[config.mk]
export PLATFORM = sky130hd
export DESIGN_NAME = hamming_campanha
export DESIGN_NICKNAME = d
export VERILOG_FILES = /design/src/rtl/hamming_pkg.sv /design/src/rtl/hamming_campanha.sv
export SDC_FILE = /design/constraint.sdc
export NUM_CORES = 1
export LEC_CHECK = 0
export BUFFER_PORTS_ARGS = -buffer_cell sky130_fd_sc_hd__clkbuf_2
export CORE_MARGIN = 8
export CORE_UTILIZATION = 30
export DETAILED_ROUTE_END_ITERATION = 10
export PLACE_DENSITY = 0.49
export SYNTH_ARGS = -nofsm -noshare
export SYNTH_HDL_FRONTEND = slang
export SYNTH_SLANG_ARGS = --single-unit
[constraint.sdc]
create_clock -name clk -period 1.8 [get_ports clk]
set_input_delay 0 -clock clk [delete_from_list [all_inputs] [get_ports clk]]
set_output_delay 0 -clock clk [all_outputs]
set_load 0.03 [all_outputs]
[src/rtl/hamming_pkg.sv]
// Shared definitions for the Hamming(15,11) fault-injection campaign.
//   N_BITS       codeword length
//   K_BITS       data word length
//   N_ENSAIOS    trials per campaign (1 clean + 15 single-bit errors)
//   POS_SEM_ERRO position code that stands for the clean trial
//   estado_t     campaign sequencer states
package hamming_pkg;

  localparam int N_BITS    = 15;
  localparam int K_BITS    = 11;
  localparam int N_ENSAIOS = 16;
  localparam logic [3:0] POS_SEM_ERRO = 4'd15;

  typedef enum logic [1:0] {
    IDLE,
    APLICA,
    VERIFICA,
    FIM
  } estado_t;

endpackage

[src/rtl/hamming_campanha.sv]
// Fault-injection campaign sequencer for the Hamming(15,11) datapath.
// One accepted start request runs 16 trials against encoder -> injector ->
// decoder: a clean trial, then one single-bit error at each codeword position
// 0..14. Each trial holds erro/n for LATENCIA cycles, then compares dado_dec
// with the latched word for one cycle. Failed trials are counted in falhas.
//
// Optional logging is enabled by defining HAMMING_CAMPANHA_LOG_EN, which adds
// primeira_falha (position of the first failing trial, 15 for the clean trial).
//
// Ports:
//   clk, rst        clock (rising edge), asynchronous active-high reset
//   inicio, dado    start pulse (sampled in IDLE only) and word under test
//   ocupado, fim    campaign in progress, one-cycle completion pulse
//   falhas          failed-trial count (0..16)
//   aprovado        falhas==0, valid from fim until the next accepted inicio
//   dado_enc        latched word sent to the encoder
//   erro, n         injector enable and bit position
//   dado_dec        decoder output
//   primeira_falha  (log build only) first failing position
//
// State table:
//   IDLE     | waiting for inicio, results held
//   APLICA   | trial controls driven, waiting LATENCIA cycles
//   VERIFICA | compare decoder output, advance trial
//   FIM      | fim pulse, return to IDLE
module hamming_campanha
  import hamming_pkg::*;
#(
  parameter int LATENCIA = 1
) (
  input  logic              clk,
  input  logic              rst,
  input  logic              inicio,
  input  logic [K_BITS-1:0] dado,
  output logic              ocupado,
  output logic              fim,
  output logic [4:0]        falhas,
  output logic              aprovado,
  output logic [K_BITS-1:0] dado_enc,
  output logic              erro,
  output logic [3:0]        n,
  input  logic [K_BITS-1:0] dado_dec
`ifdef HAMMING_CAMPANHA_LOG_EN
  ,
  output logic [3:0]        primeira_falha
`endif
);

  if (LATENCIA < 1 || LATENCIA > 15) begin : g_latencia_invalida
    $error("hamming_campanha: LATENCIA must be in 1..15");
  end

  localparam logic [3:0] ESPERA_INI = 4'(LATENCIA - 1);
  localparam logic [3:0] ULTIMO     = 4'(N_ENSAIOS - 1);

  estado_t    estado_q, estado_d;
  logic [3:0] ensaio_q;
  logic [3:0] espera_q;
  logic       falha;

`ifdef HAMMING_CAMPANHA_LOG_EN
  logic [0:0] primeira_valida;
`endif

  assign falha = (dado_dec != dado_enc);

  always_comb begin
    estado_d = estado_q;
    ocupado  = 1'b0;
    fim      = 1'b0;
    case (estado_q)
      IDLE: begin
        if (inicio) estado_d = APLICA;
      end
      APLICA: begin
        ocupado = 1'b1;
        if (espera_q == 4'd0) estado_d = VERIFICA;
      end
      VERIFICA: begin
        ocupado  = 1'b1;
        estado_d = (ensaio_q == ULTIMO) ? FIM : APLICA;
      end
      FIM: begin
        fim      = 1'b1;
        estado_d = IDLE;
      end
      default: estado_d = IDLE;
    endcase
  end

  always_ff @(posedge clk or posedge rst) begin
    if (rst) begin
      estado_q <= IDLE;
      ensaio_q <= '0;
      espera_q <= '0;
      dado_enc <= '0;
      falhas   <= '0;
      aprovado <= 1'b0;
      erro     <= 1'b0;
      n        <= '0;
`ifdef HAMMING_CAMPANHA_LOG_EN
      primeira_falha  <= '0;
      primeira_valida <= '0;
`endif
    end else begin
      estado_q <= estado_d;
      case (estado_q)
        IDLE: begin
          if (inicio) begin
            dado_enc <= dado;
            falhas   <= '0;
            aprovado <= 1'b0;
            ensaio_q <= '0;
            espera_q <= ESPERA_INI;
            erro     <= 1'b0;
            n        <= '0;
`ifdef HAMMING_CAMPANHA_LOG_EN
            primeira_falha  <= '0;
            primeira_valida <= '0;
`endif
          end
        end
        APLICA: begin
          if (espera_q != 4'd0) espera_q <= espera_q - 4'd1;
        end
        VERIFICA: begin
          if (falha) falhas <= falhas + 5'd1;
`ifdef HAMMING_CAMPANHA_LOG_EN
          if (falha && !primeira_valida[0]) begin
            primeira_falha  <= (ensaio_q == 4'd0) ? POS_SEM_ERRO : n;
            primeira_valida <= 1'b1;
          end
`endif
          if (ensaio_q == ULTIMO) begin
            // Verdict must already be valid while fim is high, so it is
            // formed from the count including this last comparison.
            aprovado <= (falhas == 5'd0) && !falha;
            erro     <= 1'b0;
            n        <= '0;
          end else begin
            // Trial t+1 injects at codeword position t.
            ensaio_q <= ensaio_q + 4'd1;
            espera_q <= ESPERA_INI;
            erro     <= 1'b1;
            n        <= ensaio_q;
          end
        end
        FIM: begin
          erro <= 1'b0;
          n    <= '0;
        end
        default: ;
      endcase
    end
  end

endmodule
==> results.json, run 1 <==
{
  "drtIter0Drc": 51,
  "worst_pin_slew_ns": 0.4337,
  "clock_skew_ns": 0.004347,
  "swShare": 0.4491,
  "crit_required_ns": 1.97,
  "grt_usage": 0.1041,
  "use_met2": 0.1573,
  "max_stage_delay_ns": 0.43,
  "yosys-top-cells-area": "dfrtp_1 (46%), mux2_2 (8.5%), ha_1 (8.0%)",
  "rsz0062_at_grt": "true",
  "r2r-start": "estado_q[1]$_DFFE_PP0P_",
  "maxCapViolations": 0,
  "grt_busiest_layer": "met2",
  "synth_top_area_frac": 0.4644,
  "use_met3": 0.04727,
  "grt_max_degree": 33,
  "syn-num-nets": 190,
  "p_leak_nw": 1.116,
  "remaining_drc_errors": 0,
  "ys.flop_type": "dfrtp_1",
  "final_hold_viol_count": 0,
  "startpoint_type": "flip-flop",
  "clk_pin_slew_ns": 0.07,
  "die_x_um": 91.81,
  "gr-usage-met1": 0.1327,
  "io_pins": 49,
  "h-tree-depth": 2,
  "cts_max_path_buffers": 2,
  "critPathCaptureType": "flip-flop",
  "wl_mm": 4.077,
  "power.switching_w": 0.001722,
  "synth_edf_count": 0,
  "syn_inst": 154,
  "comb_power_share": 0.533,
  "hold_end": "ensaio_q[2]$_DFFE_PP0P_",
  "wl_per_cell_um": 13.59,
  "nets": 263,
  "timing.critical_path.buf_inv": 0,
  "routabilityCongestion": 0.7711,
  "setup-violations-final": 0,
  "r2r_slack_ns": 0.05,
  "drtAntennaViolNets": 0,
  "antenna_found_initial": 0,
  "critPathLaunch": "estado_q[1]$_DFFE_PP0P_",
  "syn-cell-area_um2": 1724,
  "crit_path_top_delay_cell": "dfrtp_1",
  "ys_ff_latch": 32,
  "fin_crit_sh": 0.9705,
  "viasPerCell": 4.713,
  "num_vias": 1414,
  "numCtsBuffers": 5,
  "yosys_warnings": 0,
  "port_buffers": 48,
  "p_int_w": 0.002112,
  "dieArea_um2": 8429,
  "start_util": 0.3112,
  "clockPowerShare": 0.151,
  "rr_endpoint": "falhas[3]$_DFFE_PP0P_",
  "critPathKind": "flip-flop to flip-flop",
  "cts_tree": "built",
  "worst_slack_ns": 0.05317,
  "path_max_fanout": 6,
  "die_h_um": 91.81,
  "synthArstFlopShare": 1.000,
  "syn2layout_area_growth_pct": 34.83,
  "ir_drop_uv": 794.4,
  "cp_top_family": "compound AO/OA/AOI/OAI gates",
  "synth.largest_area_cell": "dfrtp_1",
  "worstHoldPathCells": 4,
  "fin_util": 0.4196,
  "status": "finished, final reports clean",
  "postCtsSetupBuffers": 0,
  "post-place-cells": 280,
  "seq_area_um2": 800.8,
  "min_from": "inicio",
  "hp-class": "input port to flip-flop",
  "stdcell_count": 300,
  "reg2regPathDepth": 4,
  "worstPathArrival_ns": 1.92,
  "cp_cell_sequence": "ha_1, nand4_1, o31a_1, a32o_1",
  "clock_latency_ns": 0.28,
  "relSlewSlack": 0.7109,
  "placementRows": 27,
  "multi_input_area_um2": 882.1,
  "ys_seq_area_frac": 0.4644,
  "antennaDiodeCount": 0,
  "clock-sinks": 32,
  "synthDistinctLibCells": 36,
  "postSynthAreaPerCell_um2": 11.20,
  "min_period_ns": 1.747,
  "grt_pass1_vias": 1548,
  "grt_pass1_wl_mm": 7.300,
  "core_um2": 5540,
  "dp_slack_ns": 0.09559,
  "slew_violations": 0,
  "cts-root-buf": "clkbuf_8",
  "gr-total-overflow": 0,
  "power.density_nw_per_um2": 1649,
  "p_seq_frac": 0.316,
  "post_dp_cell_area_um2": 2105,
  "fill_cells": 570,
  "firstDrtPassIters": 4,
  "layout-drive-gt1-share": 0.3596,
  "final_area_um2": 2325,
  "dpl.hpwl_mm": 3.071,
  "max_freq_mhz": 572.5
}
[worst max-delay path by stage]
stage	slack [ns]	endpoint	cells after the start
floorplan	0.22	falhas[3]$_DFFE_PP0P_	5
global placement	0.08	falhas[0]$_DFFE_PP0P_	4
detailed placement	0.1	falhas[1]$_DFFE_PP0P_	6
CTS	0.07	falhas[1]$_DFFE_PP0P_	6
global route	-0.001	falhas[3]$_DFFE_PP0P_	4
finish	0.05	falhas[3]$_DFFE_PP0P_	4
[worst reg2reg max path, cell delays in order, from the launching register on]
cell	delay (ns)
dfrtp_1	0.43
ha_1	0.27
nand4_1	0.24
o31a_1	0.42
a32o_1	0.27
[metrics by stage]
| step | hold slack [ns] | TNS (ns) | power [W] |
|---|---|---|---|
| 5_1_grt | 0.2520 | -0.001107 | 0.004148 |
| 4_1_cts | 0.2282 | 0 | 0.003851 |
| 3_3_place_gp | 0.1013 | 0 | 0.003231 |
| 2_1_floorplan | 0.1162 | 0 | 0.002644 |
| 6_report | 0.2149 | 0 | 0.003834 |
| 3_5_place_dp | 0.1066 | 0 | 0.003230 |
[synthesized netlist by cell type, drive strengths merged, types with 6 or more instances]
library cell / count
a22o: 6
nand2: 9
o21ai: 7
inv: 11
xnor2: 11
nand3: 9
ha: 11
dfrtp: 32
nor2: 6
mux2: 13
[power groups by stage]
stage | logic (W) | registers (W) | clock network, W
6_report | 0.00205 | 0.00121 | 0.000579
5_1_grt | 0.00225 | 0.00126 | 0.000637
4_1_cts | 0.00203 | 0.00121 | 0.000606
3_5_place_dp | 0.00201 | 0.00122 | 0
3_3_place_gp | 0.00201 | 0.00122 | 0
2_1_floorplan | 0.00110 | 0.00155 | 0
[metal layers]
metal  up-vias  routed length [µm]
met5         -                   0
met4         0                  38
met3         4                 306
met2        48                1803
met1       664                1929
li1        698                   -
[cell usage in the layout (no fill, tap or decap), drive strengths merged, types with 2 or more instances in the layout]
cell type,instances
mux2i,2
nand2,9
o311ai,4
a21oi,4
o21ai,7
nand3,9
clkbuf,56
dfrtp,32
nor2,6
nand4,4
buf,8
inv,11
o21a,2
mux2,13
a22o,6
xnor2,11
dlygate4sd3,12
nand2b,4
ha,11
nor3,2
[flip-flops by register name (all words and copies together) (netlist names)]
name and cells:
aprovado 1, erro 1, ensaio_q 4, falhas 5
dado_enc 11, estado_q 2, espera_q 4, n 4
[cell type report]
| type | instances | area share |
|---|---|---|
| inverter | 11 | 0.01776 |
| tap | 72 | 0.03875 |
| timing repair buffer | 68 | 0.1808 |
| clock buffer | 8 | 0.03875 |
| multi-input combinational | 109 | 0.3794 |
| sequential | 32 | 0.3445 |
[what timing repair did]
action                                 in CTS  in global routing
gates resized for setup                     0                  5
setup endpoints to repair                   0                  6
hold buffers                               12                  0
endpoints found under the hold margin      43                  0
[kinds of logic after synthesis]
kind of cell / share of synthesized area
AO/OA/AOI/OAI: 0.1401
XOR/XNOR: 0.07329
buffers and inverters: 0.02975
multiplexers: 0.09652
flip-flops: 0.4644
adder cells (fa/ha/maj): 0.07982
AND/OR/NAND/NOR: 0.1161
No activity file was read; power rests on OpenSTA's default activity.
==> run 2, diff against run 1 <==
--- a/config.mk
+++ b/config.mk
@@ -6,6 +6,7 @@
 export NUM_CORES = 1
 export LEC_CHECK = 0
 export BUFFER_PORTS_ARGS = -buffer_cell sky130_fd_sc_hd__clkbuf_2
+export CAP_MARGIN = 20
 export CORE_MARGIN = 8
 export CORE_UTILIZATION = 30
 export DETAILED_ROUTE_END_ITERATION = 10
==> constraint.sdc (replaced) <==
create_clock -name clk -period 1.7 [get_ports clk]
set_input_delay 0 -clock clk [delete_from_list [all_inputs] [get_ports clk]]
set_output_delay 0 -clock clk [all_outputs]
set_load 0.03 [all_outputs]
==> run 2 against run 1 <==
  * Total power rose by 11%
  * Sequential share of layout area fell by 1.1 points
  * Critical path type unchanged
  * Non-clock buffer count rose by 7
  * Register-to-register slack improved by 0.05 ns
  * Final area rose by 3.6%
  * Largest cell class unchanged
  * First-iteration DRC count fell by 3.9%
  * Critical path depth rose by 1
  * Highest routed layer unchanged
  * Core utilization rose by 1.5 points
  * Clock power rose by 4.3%
  * Via count rose by 1.6%
  * Clock skew rose by 0.0020 ns
  * Cell count rose by 2.3%
==> results.json, run 2 (synthesized netlist as in run 1, its figures left out) <==
{
  "status": "finished, final reports clean",
  "io_pins": 49,
  "worstHoldPathCells": 4,
  "wl_mm": 4.141,
  "syn2layout_area_growth_pct": 39.70,
  "routabilityCongestion": 0.7651,
  "placementRows": 27,
  "die_h_um": 91.81,
  "p_leak_nw": 1.151,
  "r2r-start": "estado_q[0]$_DFFE_PP0P_",
  "clock_skew_ns": 0.006386,
  "critPathKind": "flip-flop to flip-flop",
  "die_x_um": 91.81,
  "worstPathArrival_ns": 1.77,
  "nets": 270,
  "grt_max_degree": 33,
  "dpl.hpwl_mm": 3.160,
  "grt_pass1_wl_mm": 7.314,
  "reg2regPathDepth": 5,
  "fin_crit_sh": 0.9405,
  "fin_util": 0.4347,
  "dieArea_um2": 8429,
  "drtIter0Drc": 49,
  "rsz0062_at_grt": "false",
  "rr_endpoint": "falhas[3]$_DFFE_PP0P_",
  "max_freq_mhz": 625.5,
  "firstDrtPassIters": 4,
  "h-tree-depth": 2,
  "min_from": "inicio",
  "fin_tns_setup_ns": 0,
  "wl_per_cell_um": 13.49,
  "path_max_fanout": 6,
  "hold_end": "ensaio_q[3]$_DFFE_PP0P_",
  "antennaDiodeCount": 0,
  "clock-sinks": 32,
  "critPathLaunch": "estado_q[0]$_DFFE_PP0P_",
  "antenna_found_initial": 0,
  "cts-root-buf": "clkbuf_8",
  "slew_violations": 0,
  "top_regs": "dado_enc (11), falhas (5)",
  "relSlewSlack": 0.7196,
  "layout-drive-gt1-share": 0.4000,
  "grt_pass1_vias": 1620,
  "crit_required_ns": 1.87,
  "setup-violations-final": 0,
  "ir_drop_uv": 884.5,
  "numCtsBuffers": 5,
  "viasPerCell": 4.681,
  "num_vias": 1437,
  "layout_commonest_cell": "clkbuf_2",
  "final_hold_viol_count": 0,
  "most-common-layout-cells": "clkbuf_2 (48), dfrtp_1 (31), buf_4 (15), mux2_2 (13), dlygate4sd3_1 (12)",
  "critPathCaptureType": "flip-flop",
  "hp-class": "input port to flip-flop",
  "top_register": "dado_enc",
  "r2r_slack_ns": 0.10,
  "grt_usage": 0.1047,
  "port_buffers": 48,
  "cts_tree": "built",
  "clock_latency_ns": 0.28,
  "worst_pin_slew_ns": 0.4206,
  "cts_max_path_buffers": 2,
  "largest_reg_flops": 11,
  "clk_pin_slew_ns": 0.07,
  "gr-total-overflow": 0,
  "start_util": 0.3112,
  "core_um2": 5540,
  "startpoint_type": "flip-flop",
  "remaining_drc_errors": 0,
  "min_period_ns": 1.599,
  "maxCapViolations": 0,
  "power.density_nw_per_um2": 1766,
  "drtAntennaViolNets": 0
}
==> run 2: worst max-delay path by stage <==
stage | to | slack [ns]
2_1_floorplan | falhas[3]$_DFFE_PP0P_ | 0.12
3_3_place_gp | falhas[3]$_DFFE_PP0P_ | 0.09
3_5_place_dp | falhas[0]$_DFFE_PP0P_ | 0.003
4_1_cts | falhas[3]$_DFFE_PP0P_ | 0.003
5_1_grt | falhas[3]$_DFFE_PP0P_ | 0.0004
6_report | falhas[3]$_DFFE_PP0P_ | 0.10
==> run 2: power breakdown <==
part / switching (W) / internal (W) / leakage [nW] / total (W)
sequential: 0.000265 / 0.00103 / 0.414 / 0.00129
clock: 0.000274 / 0.000330 / 0.0455 / 0.000604
combinational: 0.00134 / 0.00102 / 0.691 / 0.00236
==> run 2: area by class of cell <==
class,instances,area (µm²)
Fill cell,550,3132
Inverter,11,41.29
Sequential cell,32,802.0
Tap cell,72,90.09
Multi-Input combinational cell,109,912.1
Timing Repair Buffer,75,473.0
Clock buffer,8,90.09
==> run 2: worst max-delay path, cell delays in order (launching register included) <==
cell and delay [ns]:
dfrtp_1 0.39, inv_2 0.08, ha_4 0.16, nand4_1 0.21
o31a_1 0.42, a32o_1 0.23
==> run 2: metrics by stage <==
stage          instance area (µm²)  cells  power (W)  setup slack, ns  hold slack (ns)
6_report                      2409    307   0.004254           0.1012           0.2472
3_3_place_gp                  2150    286   0.003520          0.08861          0.09930
2_1_floorplan                 1724    154   0.002799           0.1192           0.1162
5_1_grt                       2409    307   0.004599        0.0004106           0.2509
4_1_cts                       2360    306   0.004190         0.002767           0.2300
3_5_place_dp                  2150    286   0.003536         0.002886           0.1059
==> run 2: metal layers <==
| layer | wire [µm] | vias to the layer above | GRT usage |
|---|---|---|---|
| li1 | - | 714 | - |
| met1 | 1898 | 678 | 0.1236 |
| met2 | 1881 | 42 | 0.1669 |
| met3 | 334 | 3 | 0.05216 |
| met4 | 26 | 0 | 0.02416 |
| met5 | 0 | - | 0 |
==> run 2: repair_timing <==
action	CTS	global route
setup buffers	0	1
endpoints found under the hold margin	43	0
pin swaps	0	4
gates resized for setup	1	9
hold buffers	12	0
endpoints found under the setup margin	1	19
